==> src/rtl/midi_voice_alloc_if.sv <==
// Event bus from the MIDI parser into the voice allocator, plus the
// per-voice control bus out to the oscillator/envelope bank.
interface midi_voice_alloc_if #(
  parameter int NUM_VOICES = 4
);
  logic                      ev_valid;
  logic                      ev_on;
  logic [6:0]                ev_note;
  logic [7:0]                ev_vel;
  logic [3:0]                ev_chan;
  logic                      panic;
  logic [8*NUM_VOICES-1:0]   voice_note;
  logic [8*NUM_VOICES-1:0]   voice_vel;
  logic [NUM_VOICES-1:0]     voice_gate;
  logic [NUM_VOICES-1:0]     voice_trig;
  logic                      drop;

  // Parser / driver side
  modport master (
    output ev_valid, ev_on, ev_note, ev_vel, ev_chan, panic,
    input  voice_note, voice_vel, voice_gate, voice_trig, drop
  );

  // Allocator side
  modport slave (
    input  ev_valid, ev_on, ev_note, ev_vel, ev_chan, panic,
    output voice_note, voice_vel, voice_gate, voice_trig, drop
  );
endinterface

==> src/rtl/midi_voice_alloc.sv <==
// Polyphonic MIDI voice allocator: retrigger, free-voice, then LRU steal
// (or drop). One-cycle latency, one event per cycle, no backpressure.
module midi_voice_alloc #(
  parameter int          NUM_VOICES = 4,
  parameter logic [15:0] CHAN_MASK  = 16'h0001,
  parameter logic [7:0]  FIXED_VEL  = 8'd0,
  parameter bit          STEAL_EN   = 1'b1
) (
  input logic               clk_50m,
  input logic               rst,
  midi_voice_alloc_if.slave bus
);
  localparam int AW = (NUM_VOICES > 1) ? $clog2(NUM_VOICES) : 1;
  typedef logic [AW-1:0] age_t;
  localparam age_t AGE_LRU = age_t'(NUM_VOICES - 1);

  logic [NUM_VOICES-1:0][6:0] note_q;
  logic [NUM_VOICES-1:0][7:0] vel_q;
  age_t [NUM_VOICES-1:0]      age_q;
  logic [NUM_VOICES-1:0]      gate_q;
  logic [NUM_VOICES-1:0]      trig_q;
  logic                       drop_q;

  logic                  qual, note_on, alloc;
  logic [NUM_VOICES-1:0] hit;
  logic                  hit_any, free_any;
  age_t                  hit_idx, free_idx, lru_idx, tgt, tgt_age;
  logic [7:0]            new_vel;

  // Target search: three priority encoders feeding a fixed rule order
  always_comb begin
    qual     = bus.ev_valid && CHAN_MASK[bus.ev_chan];
    note_on  = bus.ev_on && (bus.ev_vel != 8'd0);
    hit      = '0;
    hit_any  = 1'b0;
    free_any = 1'b0;
    hit_idx  = '0;
    free_idx = '0;
    lru_idx  = '0;
    for (int i = NUM_VOICES - 1; i >= 0; i--) begin
      hit[i] = gate_q[i] && (note_q[i] == bus.ev_note);
      if (hit[i]) begin
        hit_any = 1'b1;
        hit_idx = age_t'(i);
      end
      if (!gate_q[i]) begin
        free_any = 1'b1;
        free_idx = age_t'(i);
      end
      if (age_q[i] == AGE_LRU) lru_idx = age_t'(i);
    end
    tgt     = hit_any ? hit_idx : (free_any ? free_idx : lru_idx);
    alloc   = hit_any || free_any || STEAL_EN;
    tgt_age = age_q[tgt];
    new_vel = (FIXED_VEL != 8'd0) ? FIXED_VEL : bus.ev_vel;
  end

  // Voice state update: reset > panic > qualified event
  always_ff @(posedge clk_50m) begin
    if (rst) begin
      note_q <= '0;
      vel_q  <= '0;
      gate_q <= '0;
      trig_q <= '0;
      drop_q <= 1'b0;
      for (int i = 0; i < NUM_VOICES; i++) age_q[i] <= age_t'(i);
    end else begin
      trig_q <= '0;
      drop_q <= 1'b0;
      if (bus.panic) begin
        gate_q <= '0;
      end else if (qual) begin
        if (note_on) begin
          if (alloc) begin
            note_q[tgt] <= bus.ev_note;
            vel_q[tgt]  <= new_vel;
            gate_q[tgt] <= 1'b1;
            trig_q[tgt] <= 1'b1;
            // Target becomes newest; everything younger than it ages by one
            for (int i = 0; i < NUM_VOICES; i++) begin
              if (age_t'(i) == tgt)       age_q[i] <= '0;
              else if (age_q[i] < tgt_age) age_q[i] <= age_q[i] + age_t'(1);
            end
          end else begin
            drop_q <= 1'b1;
          end
        end else begin
          // Note, vel and age stay so the release keeps its pitch
          gate_q <= gate_q & ~hit;
        end
      end
    end
  end

  for (genvar i = 0; i < NUM_VOICES; i++) begin : g_out
    assign bus.voice_note[8*i +: 8] = {1'b0, note_q[i]};
    assign bus.voice_vel[8*i +: 8]  = vel_q[i];
  end
  assign bus.voice_gate = gate_q;
  assign bus.voice_trig = trig_q;
  assign bus.drop       = drop_q;
endmodule

==> src/flat_wrapper.sv <==
// flat-port wrapper written by rule: the top's interface ports become plain ports
module midi_voice_alloc_flat 
#(
  parameter int          NUM_VOICES = 4,
  parameter logic [15:0] CHAN_MASK  = 16'h0001,
  parameter logic [7:0]  FIXED_VEL  = 8'd0,
  parameter bit          STEAL_EN   = 1'b1
)
  (clk_50m, rst, bus_ev_valid, bus_ev_on, bus_ev_note, bus_ev_vel, bus_ev_chan, bus_panic, bus_voice_note, bus_voice_vel, bus_voice_gate, bus_voice_trig, bus_drop);
  midi_voice_alloc_if #(.NUM_VOICES(NUM_VOICES)) bus_i ();
  input logic clk_50m;
  input logic rst;
  input wire logic [$bits(bus_i.ev_valid)-1:0] bus_ev_valid;
  input wire logic [$bits(bus_i.ev_on)-1:0] bus_ev_on;
  input wire logic [$bits(bus_i.ev_note)-1:0] bus_ev_note;
  input wire logic [$bits(bus_i.ev_vel)-1:0] bus_ev_vel;
  input wire logic [$bits(bus_i.ev_chan)-1:0] bus_ev_chan;
  input wire logic [$bits(bus_i.panic)-1:0] bus_panic;
  output wire logic [$bits(bus_i.voice_note)-1:0] bus_voice_note;
  output wire logic [$bits(bus_i.voice_vel)-1:0] bus_voice_vel;
  output wire logic [$bits(bus_i.voice_gate)-1:0] bus_voice_gate;
  output wire logic [$bits(bus_i.voice_trig)-1:0] bus_voice_trig;
  output wire logic [$bits(bus_i.drop)-1:0] bus_drop;
  assign bus_i.ev_valid = bus_ev_valid;
  assign bus_i.ev_on = bus_ev_on;
  assign bus_i.ev_note = bus_ev_note;
  assign bus_i.ev_vel = bus_ev_vel;
  assign bus_i.ev_chan = bus_ev_chan;
  assign bus_i.panic = bus_panic;
  assign bus_voice_note = bus_i.voice_note;
  assign bus_voice_vel = bus_i.voice_vel;
  assign bus_voice_gate = bus_i.voice_gate;
  assign bus_voice_trig = bus_i.voice_trig;
  assign bus_drop = bus_i.drop;
  midi_voice_alloc #(.NUM_VOICES(NUM_VOICES), .CHAN_MASK(CHAN_MASK), .FIXED_VEL(FIXED_VEL), .STEAL_EN(STEAL_EN)) u_core (.clk_50m(clk_50m), .rst(rst), .bus(bus_i));
endmodule
==> config.mk <==
export PLATFORM = sky130hd
export DESIGN_NAME = midi_voice_alloc_flat
export DESIGN_NICKNAME = d
export VERILOG_FILES = /design/src/rtl/midi_voice_alloc_if.sv /design/src/rtl/midi_voice_alloc.sv /design/src/flat_wrapper.sv
export SDC_FILE = /design/constraint.sdc
export NUM_CORES = 1
export LEC_CHECK = 0
export BUFFER_PORTS_ARGS = -buffer_cell sky130_fd_sc_hd__buf_2
export CELL_PAD_IN_SITES_DETAIL_PLACEMENT = 1
export CELL_PAD_IN_SITES_GLOBAL_PLACEMENT = 1
export CORE_MARGIN = 3
export CORE_UTILIZATION = 35
export DETAILED_ROUTE_END_ITERATION = 8
export PLACE_DENSITY_LB_ADDON = 0.1
export SETUP_SLACK_MARGIN = 0.5
export SLEW_MARGIN = 30
export SYNTH_ARGS = -nofsm -noshare
export SYNTH_HDL_FRONTEND = slang
export SYNTH_SLANG_ARGS = --single-unit
==> constraint.sdc <==
create_clock -name clk_50m -period 3.75 [get_ports clk_50m]
set_input_delay 0.375 -clock clk_50m [delete_from_list [all_inputs] [get_ports clk_50m]]
set_output_delay 0.375 -clock clk_50m [all_outputs]
set_load 0.01 [all_outputs]
==> results.cfg, run 1 <==
[run_status]
status = complete, no violations

[drt]
routedWlPerCell_um = 16.9
drt_first_pass_iters = 4
routed_via_density = 5.04
finalWirelength_um = 10700
via_count = 3186
drc = 0
ant_nets = 0
drt-initial-drc-count = 85

[global_route]
antenna_found_initial = 0
grt_pass1_wl_um = 17500
grt_usage_pct = 18.8
first_global_vias = 3407
gr-total-overflow = 0
grt_max_degree = 50

[timing]
clock.fmax_ghz = 0.326
setup_tns_ns = 0
setup_viol = 0
hold_violations = 0
fin_crit_sh_pct = 81.8
maxSlewViolCount = 0
tightest_slew_ns = 0.611
finClkSkew_ns = 0.0125
holdWs_ns = 0.312
rsz0062_at_grt = no
period_minus_slack_ns = 3.07
maxSlewHeadroom_pct = 59.0

[floorplan]
dieArea_um2 = 12000
io_pins = 97
die_x_um = 109
start_util_pct = 36.1
chipHeight_um = 109
core_area_um2 = 10400
rows = 37

[power_and_ir_drop]
pwr-share-clk_pct = 39.5
combPwrFrac_pct = 6.4
p_leak_uw = 0.00199
power.share.sequential_pct = 54.1
p_sw_share_pct = 27.3
p_int_uw = 1090
ir_drop_v = 0.000152
p_sw_uw = 411
p_per_area_nw_per_um2 = 332

[job]
drv_cap = 0

[yosys]
yosysTopAreaCellShare_pct = 40.6
synth_area_leaders = dfxtp_1 41%, mux2i_1 16%, nor2_1 7.3%
synth-main-ff-cell = dfxtp_1
async_reset_ff_share_pct = 0
avgSynthCellArea_um2 = 9.31
synth_edf_count = 0
synth.most_common_cell = dfxtp_1
ys_warn_count = 0
netlist_instances = 402
synth_top_area_cell = dfxtp_1
ys_top_cells_by_count = 76 x dfxtp_1, 73 x nor2_1, 60 x mux2i_1
seq_area_frac_synth_pct = 40.6
syn_area_um2 = 3740
ys_ff_latch = 76
yosysUniqueCellTypes = 58

[clock_tree]
cts.path.max_buffers = 2
cts-htree-levels = 3
cts.sinks = 76
clock_latency_ns = 0.36
cts_made_buffers = 9
cts_tree = built
clkTransAtPathRegs_ns = 0.10
holdBufCountCts = 0
clock-root-buffer = clkbuf_8

[critical_path]
crit_path_frequent_cell = a21oi_1
crit_buf_inv = 1
end_kind = register
critical-path-max-stage-delay_ns = 0.50
crit_cells = 11
cp.arrival_ns = 3.30
path_delay_family = simple AND/OR/NAND/NOR gates
cpMaxStageDelayCell = or4_4
cp_cell_sequence = ha_1 -> or4b_1 -> a21oi_1 -> a41oi_1 -> or4_4 -> nor2_2 -> a2111oi_4 -> buf_4 -> a221oi_1 -> o31a_1 -> a21oi_1
r2r_cells = 11
critPathLaunchType = register
cp_max_fo = 10
worstSetupPathType = register to register
cp.required_ns = 3.99

[finish]
fill_cells = 1258
regArea_um2 = 1520
final_util_pct = 43.7
layout.nets = 519
diodes = 0
final_cells = 632
multi_input_area_um2 = 2080
drive_gt1_share_pct = 28.0
area_growth_pct = 21.1

[place]
place_congestion = 0.856
port_buffers = 91
dpl.cell_count = 615
dp_hpwl_um = 8000

[min_path]
whs_path_depth = 3
hp-class = primary input to register
-- stage by stage --
step / power [uW] / instance area, um^2 / worst slack (ns)
final: 1500 / 4530 / 0.683
after global routing: 1570 / 4530 / 0.524
after CTS: 1530 / 4500 / 0.583
after detailed placement: 928 / 4320 / 0.369
after global placement: 927 / 4320 / 0.492
after floorplan: 898 / 3760 / 0.929
-- power by group through the flow --
stage / clock network, uW / logic [uW] / registers [uW]
floorplan: 0 / 67.0 / 831
global placement: 0 / 94.7 / 832
detailed placement: 0 / 96.5 / 832
CTS: 617 / 96.9 / 813
global route: 650 / 109 / 814
finish: 594 / 96.9 / 813
-- registers in the layout, summed over array words and instances, names as in the netlist --
signal	count
u_core.bus.voice_gate	4
u_core.bus.voice_vel	32
u_core.age_q	8
u_core.bus.voice_note	28
u_core.bus.voice_trig	4
-- per-layer routing --
layer	up-vias	GRT usage (%)	wire length [um]
met5	-	0	0
met2	59	31.2	5090
li1	1583	-	-
met1	1533	23.7	4900
met4	0	6.06	154
met3	11	4.87	544
-- repair_timing --
action	CTS	global route
gates resized for setup	0	5
endpoints found under the setup margin	0	5
setup buffers	0	1
-- cell type report --
cell class	count	area share [%]
inverters	10	0.828
repair buffers	103	12.1
multi-input cells	291	45.8
well taps	136	3.75
clock inverters	7	1.27
clock buffers	9	2.73
flip-flops and latches	76	33.6
-- placed cells by master (no fill, tap or decap), types with 4 or more instances in the layout --
| master | instances |
|---|---|
| a21oi_1 | 14 |
| and2_1 | 6 |
| buf_2 | 90 |
| buf_4 | 13 |
| clkbuf_8 | 9 |
| conb_1 | 5 |
| dfxtp_1 | 76 |
| ha_1 | 4 |
| inv_1 | 9 |
| mux2i_1 | 60 |
| nand2_1 | 9 |
| nand3_1 | 8 |
| nand4_1 | 6 |
| nor2_1 | 72 |
| nor3_1 | 8 |
| o21ai_0 | 10 |
| xnor2_1 | 9 |
| xor2_1 | 19 |
-- final timing paths --
check	startpoint	end	slack, ns
worst max-delay path	u_core.age_q[7]$_SDFFE_PP1P_	u_core.age_q[7]$_SDFFE_PP1P_	0.68
worst min-delay path	bus_ev_vel[5]	u_core.bus.voice_vel[5]$_SDFFE_PP0P_	0.31
worst max register to register	u_core.age_q[7]$_SDFFE_PP1P_	u_core.age_q[7]$_SDFFE_PP1P_	0.68
worst min register to register	u_core.bus.voice_vel[15]$_SDFFE_PP0P_	u_core.bus.voice_vel[15]$_SDFFE_PP0P_	0.50
-- logic make-up (layout without fill, tap and decap cells) --
kind of cell               after synthesis  after routing  synth area share, %
adders and majority gates                4              4                 1.34
muxes                                   60             60                 16.0
AOI/OAI and AO/OA                       58             58                 12.0
other                                    1              5                0.100
DFF                                     76             76                 40.6
xor gates and xnor gates                28             28                 6.55
buffers and inverters                   39            129                 5.11
and+or+nand+nor                        136            136                 18.2
-- worst min-delay path, cell delays in order --
cell	delay, ns
buf_2	0.12
mux2i_1	0.07
nor2_1	0.07
(Power assumes the default switching activity.)
==> run 2: changes to the inputs <==
- clock period: 3.75 -> 2.5 ns (I/O delays scaled with it)
==> results.cfg, run 2 (synthesis gave the netlist of run 1 again) <==
[clock_tree]
clock_latency_ns = 0.36
cts_tree = built
cts-htree-levels = 3
holdBufCountCts = 0
clock-root-buffer = clkbuf_8
clkTransAtPathRegs_ns = 0.09
cts.path.max_buffers = 2
cts_made_buffers = 9
cts.sinks = 76

[timing]
setup_tns_ns = -3.03
rsz0062_at_grt = yes
maxSlewViolCount = 0
finClkSkew_ns = 0.00894
hold_violations = 0
clock.fmax_ghz = 0.366
maxSlewHeadroom_pct = 47.9
holdWs_ns = 0.184
period_minus_slack_ns = 2.73
tightest_slew_ns = 0.781
setup_viol = 29
setup_slack_ns = -0.231
fin_crit_sh_pct = 109

[place]
port_buffers = 91
place_congestion = 0.883
dp_hpwl_um = 9180
pre_cts_ws_ns = -0.410

[power_and_ir_drop]
p_per_area_nw_per_um2 = 443
p_sw_share_pct = 27.4
pwr-share-clk_pct = 41.8
combPwrFrac_pct = 8.6
p_sw_uw = 672
power.share.sequential_pct = 49.6
ir_drop_v = 0.000293
p_leak_uw = 0.00247
power.total_uw = 2450
p_int_uw = 1780

[drt]
via_count = 3590
drt_first_pass_iters = 4
ant_nets = 0
routedWlPerCell_um = 17.9
finalWirelength_um = 12700
drt-initial-drc-count = 126
routed_via_density = 5.05
drc = 0

[global_route]
first_global_vias = 3729
gr-total-overflow = 0
grt_pass1_wl_um = 20300
grt_max_degree = 39
antenna_found_initial = 0
grt_usage_pct = 21.9

[critical_path]
critPathLaunchType = register
cp.required_ns = 2.74
worstSetupPathType = register to register
cp_max_fo = 4
critical-path-max-stage-delay_ns = 0.54
cp_cell_sequence = ha_4 -> or4b_4 -> a21oi_4 -> a41oi_2 -> or4_4 -> nor2_4 -> a2111oi_4 -> buf_4 -> buf_6 -> a221oi_2 -> o31a_1 -> a21oi_2
cpMaxStageDelayCell = or4b_4
end_kind = register
cp.arrival_ns = 2.97

[finish]
diodes = 0
largest_reg_flops = 32
layout.nets = 598
final_util_pct = 53.5
multi_input_area_um2 = 2350
regArea_um2 = 1530
drive_gt1_share_pct = 44.3
final_cell_mix = 91 x buf_2, 75 x buf_4, 70 x nor2_1
fill_cells = 1216
area_growth_pct = 48.1
final_common_cell = buf_2

[min_path]
hp-class = primary input to register

[floorplan]
die_x_um = 109
dieArea_um2 = 12000
core_area_um2 = 10400
rows = 37
start_util_pct = 36.1
io_pins = 97
chipHeight_um = 109

[run_status]
status = complete, but fails checks
violations = negative setup slack

[job]
drv_cap = 0
==> run 2: cell count changes in the layout (fill, tap and decap cells not counted), sizes merged <==
cell / previous run / this run
buf: 103 / 182
bufinv: 0 / 1
inv: 14 / 13
==> run 2: per-stage QoR <==
step / instance area (um^2) / instances
global route: 5540 / 711
CTS: 5400 / 706
floorplan: 3920 / 406
detailed placement: 5010 / 686
global placement: 5010 / 686
finish: 5540 / 711
==> run 2: power groups by stage <==
stage,logic [uW],clock network (uW),registers [uW]
2_1_floorplan,107,0,1250
3_3_place_gp,182,0,1240
3_5_place_dp,186,0,1240
4_1_cts,197,1050,1220
5_1_grt,231,1110,1220
6_report,211,1020,1220
==> run 2: layer usage <==
metal / routed length (um) / up-vias / part of all wire (%) / track usage (%)
met5: 0 / - / 0 / 0
met4: 248 / 0 / 2.0 / 7.57
met3: 562 / 14 / 4.4 / 4.93
met2: 6210 / 71 / 49 / 35.8
met1: 5680 / 1767 / 45 / 28.5
li1: - / 1738 / - / -
==> run 2: worst paths after layout <==
path	endpoint	slack, ns	startpoint	cells after the start
hold / removal	u_core.bus.voice_vel[2]$_SDFFE_PP0P_	0.18	bus_ev_vel[2]	3
setup / recovery	u_core.age_q[7]$_SDFFE_PP1P_	-0.23	u_core.age_q[3]$_SDFFE_PP0P_	12
setup reg to reg	u_core.age_q[7]$_SDFFE_PP1P_	-0.23	u_core.age_q[3]$_SDFFE_PP0P_	12
hold reg to reg	u_core.bus.voice_vel[31]$_SDFFE_PP0P_	0.50	u_core.bus.voice_vel[31]$_SDFFE_PP0P_	2
==> run 2: final cells by class <==
type                            instances  share of cell area, %
Clock buffer                            9                   2.23
Clock inverter                          7                   1.49
Inverter                               10                  0.677
Multi-Input combinational cell        291                   42.3
Sequential cell                        76                   27.6
Tap cell                              136                   3.07
Timing Repair Buffer                  182                   22.6
==> run 2: worst max-delay path: cells and delay by family, from the launching register on <==
kind | cells | cell delay (ns)
adder cells (fa/ha/maj) | 1 | 0.16
flip-flops | 1 | 0.35
buffers and inverters | 2 | 0.29
AO/OA/AOI/OAI | 6 | 0.68
AND/OR/NAND/NOR | 3 | 1.11
==> run 2: repair_timing <==
item                                    in CTS  in global routing
pin swaps                                   12                 16
gates resized for setup                     33                 18
setup buffers                                3                  5
gates cloned                                 1                  0
endpoints found under the setup margin      75                 76
==> run 3: changes to the inputs <==
- GPL_TIMING_DRIVEN: unset -> 0
==> results.cfg, run 3 (synthesis gave the netlist of run 1 again) <==
[global_route]
first_global_vias = 3700
grt_pass1_wl_um = 20200
grt_max_degree = 15
gr-total-overflow = 0
grt_usage_pct = 22.1
antenna_found_initial = 0

[drt]
drt-initial-drc-count = 105
wl_met3_um = 686
maxUsedRoutingLayer = met4
drt_first_pass_iters = 4
wl_met2_um = 6860
routed_via_density = 5.22
via_count = 3619
drc = 0
finalWirelength_um = 13500
ant_nets = 0
routedWlPerCell_um = 19.5
wl_met1_um = 5550

[clock_tree]
cts.sinks = 76
cts-htree-levels = 3
clock_latency_ns = 0.37
clkTransAtPathRegs_ns = 0.10
cts_tree = built
cts.path.max_buffers = 2
clock-root-buffer = clkbuf_8
cts_made_buffers = 9

[critical_path]
critical-path-max-stage-delay_ns = 0.47
r2r_slack_ns = -0.34
cp.arrival_ns = 3.11
r2r_cells = 11
critPathLaunchType = register
crit_path_frequent_cell = buf_4
worstSetupPathType = register to register
cp_cell_sequence = xor2_2 -> nor4_4 -> buf_4 -> nand4_4 -> buf_4 -> nand4_1 -> a211oi_2 -> a2111oi_4 -> nand2_2 -> a211o_1 -> a2111oi_2
end_kind = register
cp.required_ns = 2.77
cpMaxStageDelayCell = a2111oi_4
cp_max_fo = 5

[floorplan]
start_util_pct = 36.1
rows = 37
dieArea_um2 = 12000
io_pins = 97
chipHeight_um = 109
core_area_um2 = 10400
die_x_um = 109

[place]
dp_hpwl_um = 8490
dpl_cell_area_um2 = 4510
dpl.cell_count = 625
port_buffers = 83
place_congestion = 0.850

[timing]
maxSlewViolCount = 0
holdWs_ns = 0.187
setup_slack_ns = -0.341
hold_violations = 0
finClkSkew_ns = 0.0205
tightest_slew_ns = 0.936
clock.fmax_ghz = 0.352
rsz0062_at_grt = yes
fin_crit_sh_pct = 114
period_minus_slack_ns = 2.84
setup_viol = 39
maxSlewHeadroom_pct = 37.3
setup_tns_ns = -6.88

[finish]
final_cell_mix = 86 x buf_2, 67 x nor2_1, 62 x dfxtp_1
drive_gt1_share_pct = 44.2
area_growth_pct = 48.7
final_common_cell = buf_2
final_cells = 693
largest_reg_flops = 32
fin_area_um2 = 5570
layout.nets = 580
diodes = 0

[min_path]
hp-class = primary input to register
whs_path_depth = 3

[power_and_ir_drop]
power.total_uw = 2520
ir_drop_v = 0.000243
p_per_area_nw_per_um2 = 453
p_leak_uw = 0.00239

[job]
drv_cap = 0

[run_status]
status = complete, but fails checks
violations = negative setup slack
-- run 3: layer usage --
layer	vias up	global-route usage, %
li1	1706	-
met1	1777	26.7
met2	106	39.1
met3	30	4.58
met4	0	7.21
met5	-	0
-- run 3: repair_timing --
item	in CTS	in global routing
endpoints found under the setup margin	76	76
resized for setup	70	26
gates cloned	4	1
hold endpoints to repair	0	0
hold buffers	0	0
pin swaps	15	9
buffers inserted	38	9
-- run 3: per-stage QoR --
step	setup WS [ns]	utilization [%]
3_5_place_dp	-1.01	43.5
3_3_place_gp	-0.875	43.4
5_1_grt	-0.552	53.7
2_1_floorplan	-0.0825	-
6_report	-0.341	53.7
4_1_cts	-0.286	51.9
-- run 3: final cells by class --
type | instances | area [um^2]
plain buffers | 29 | 241
clock buffers | 10 | 128
clock inverters | 6 | 96.3
fillers | 1217 | 4800
inverters | 10 | 40.0
multi-input cells | 291 | 2390
flip-flops and latches | 76 | 1550
well taps | 136 | 170
repair buffers | 135 | 956
-- run 3: report_power, final --
group | internal (uW) | total (uW) | switching (uW)
registers | 1210 | 1210 | 3.69
clock network | 576 | 1100 | 529
logic | 81.0 | 205 | 124
total | 1870 | 2520 | 656
-- run 3: worst paths after layout --
path | start | to
hold / removal | bus_ev_vel[5] | u_core.bus.voice_vel[5]$_SDFFE_PP0P_
setup reg to reg | u_core.bus.voice_note[27]$_SDFFE_PP0P_ | u_core.age_q[4]$_SDFFE_PP0P_
hold reg to reg | u_core.bus.voice_vel[21]$_SDFFE_PP0P_ | u_core.bus.voice_vel[21]$_SDFFE_PP0P_
setup / recovery | u_core.bus.voice_note[27]$_SDFFE_PP0P_ | u_core.age_q[4]$_SDFFE_PP0P_
-- run 3: worst max-delay path: cells and delay by family, from the launching register on --
family,cells,cell delay [ns]
xor gates and xnor gates,1,0.15
and+or+nand+nor,4,0.72
DFF,1,0.36
AOI/OAI and AO/OA,4,1.16
buffers and inverters,2,0.39
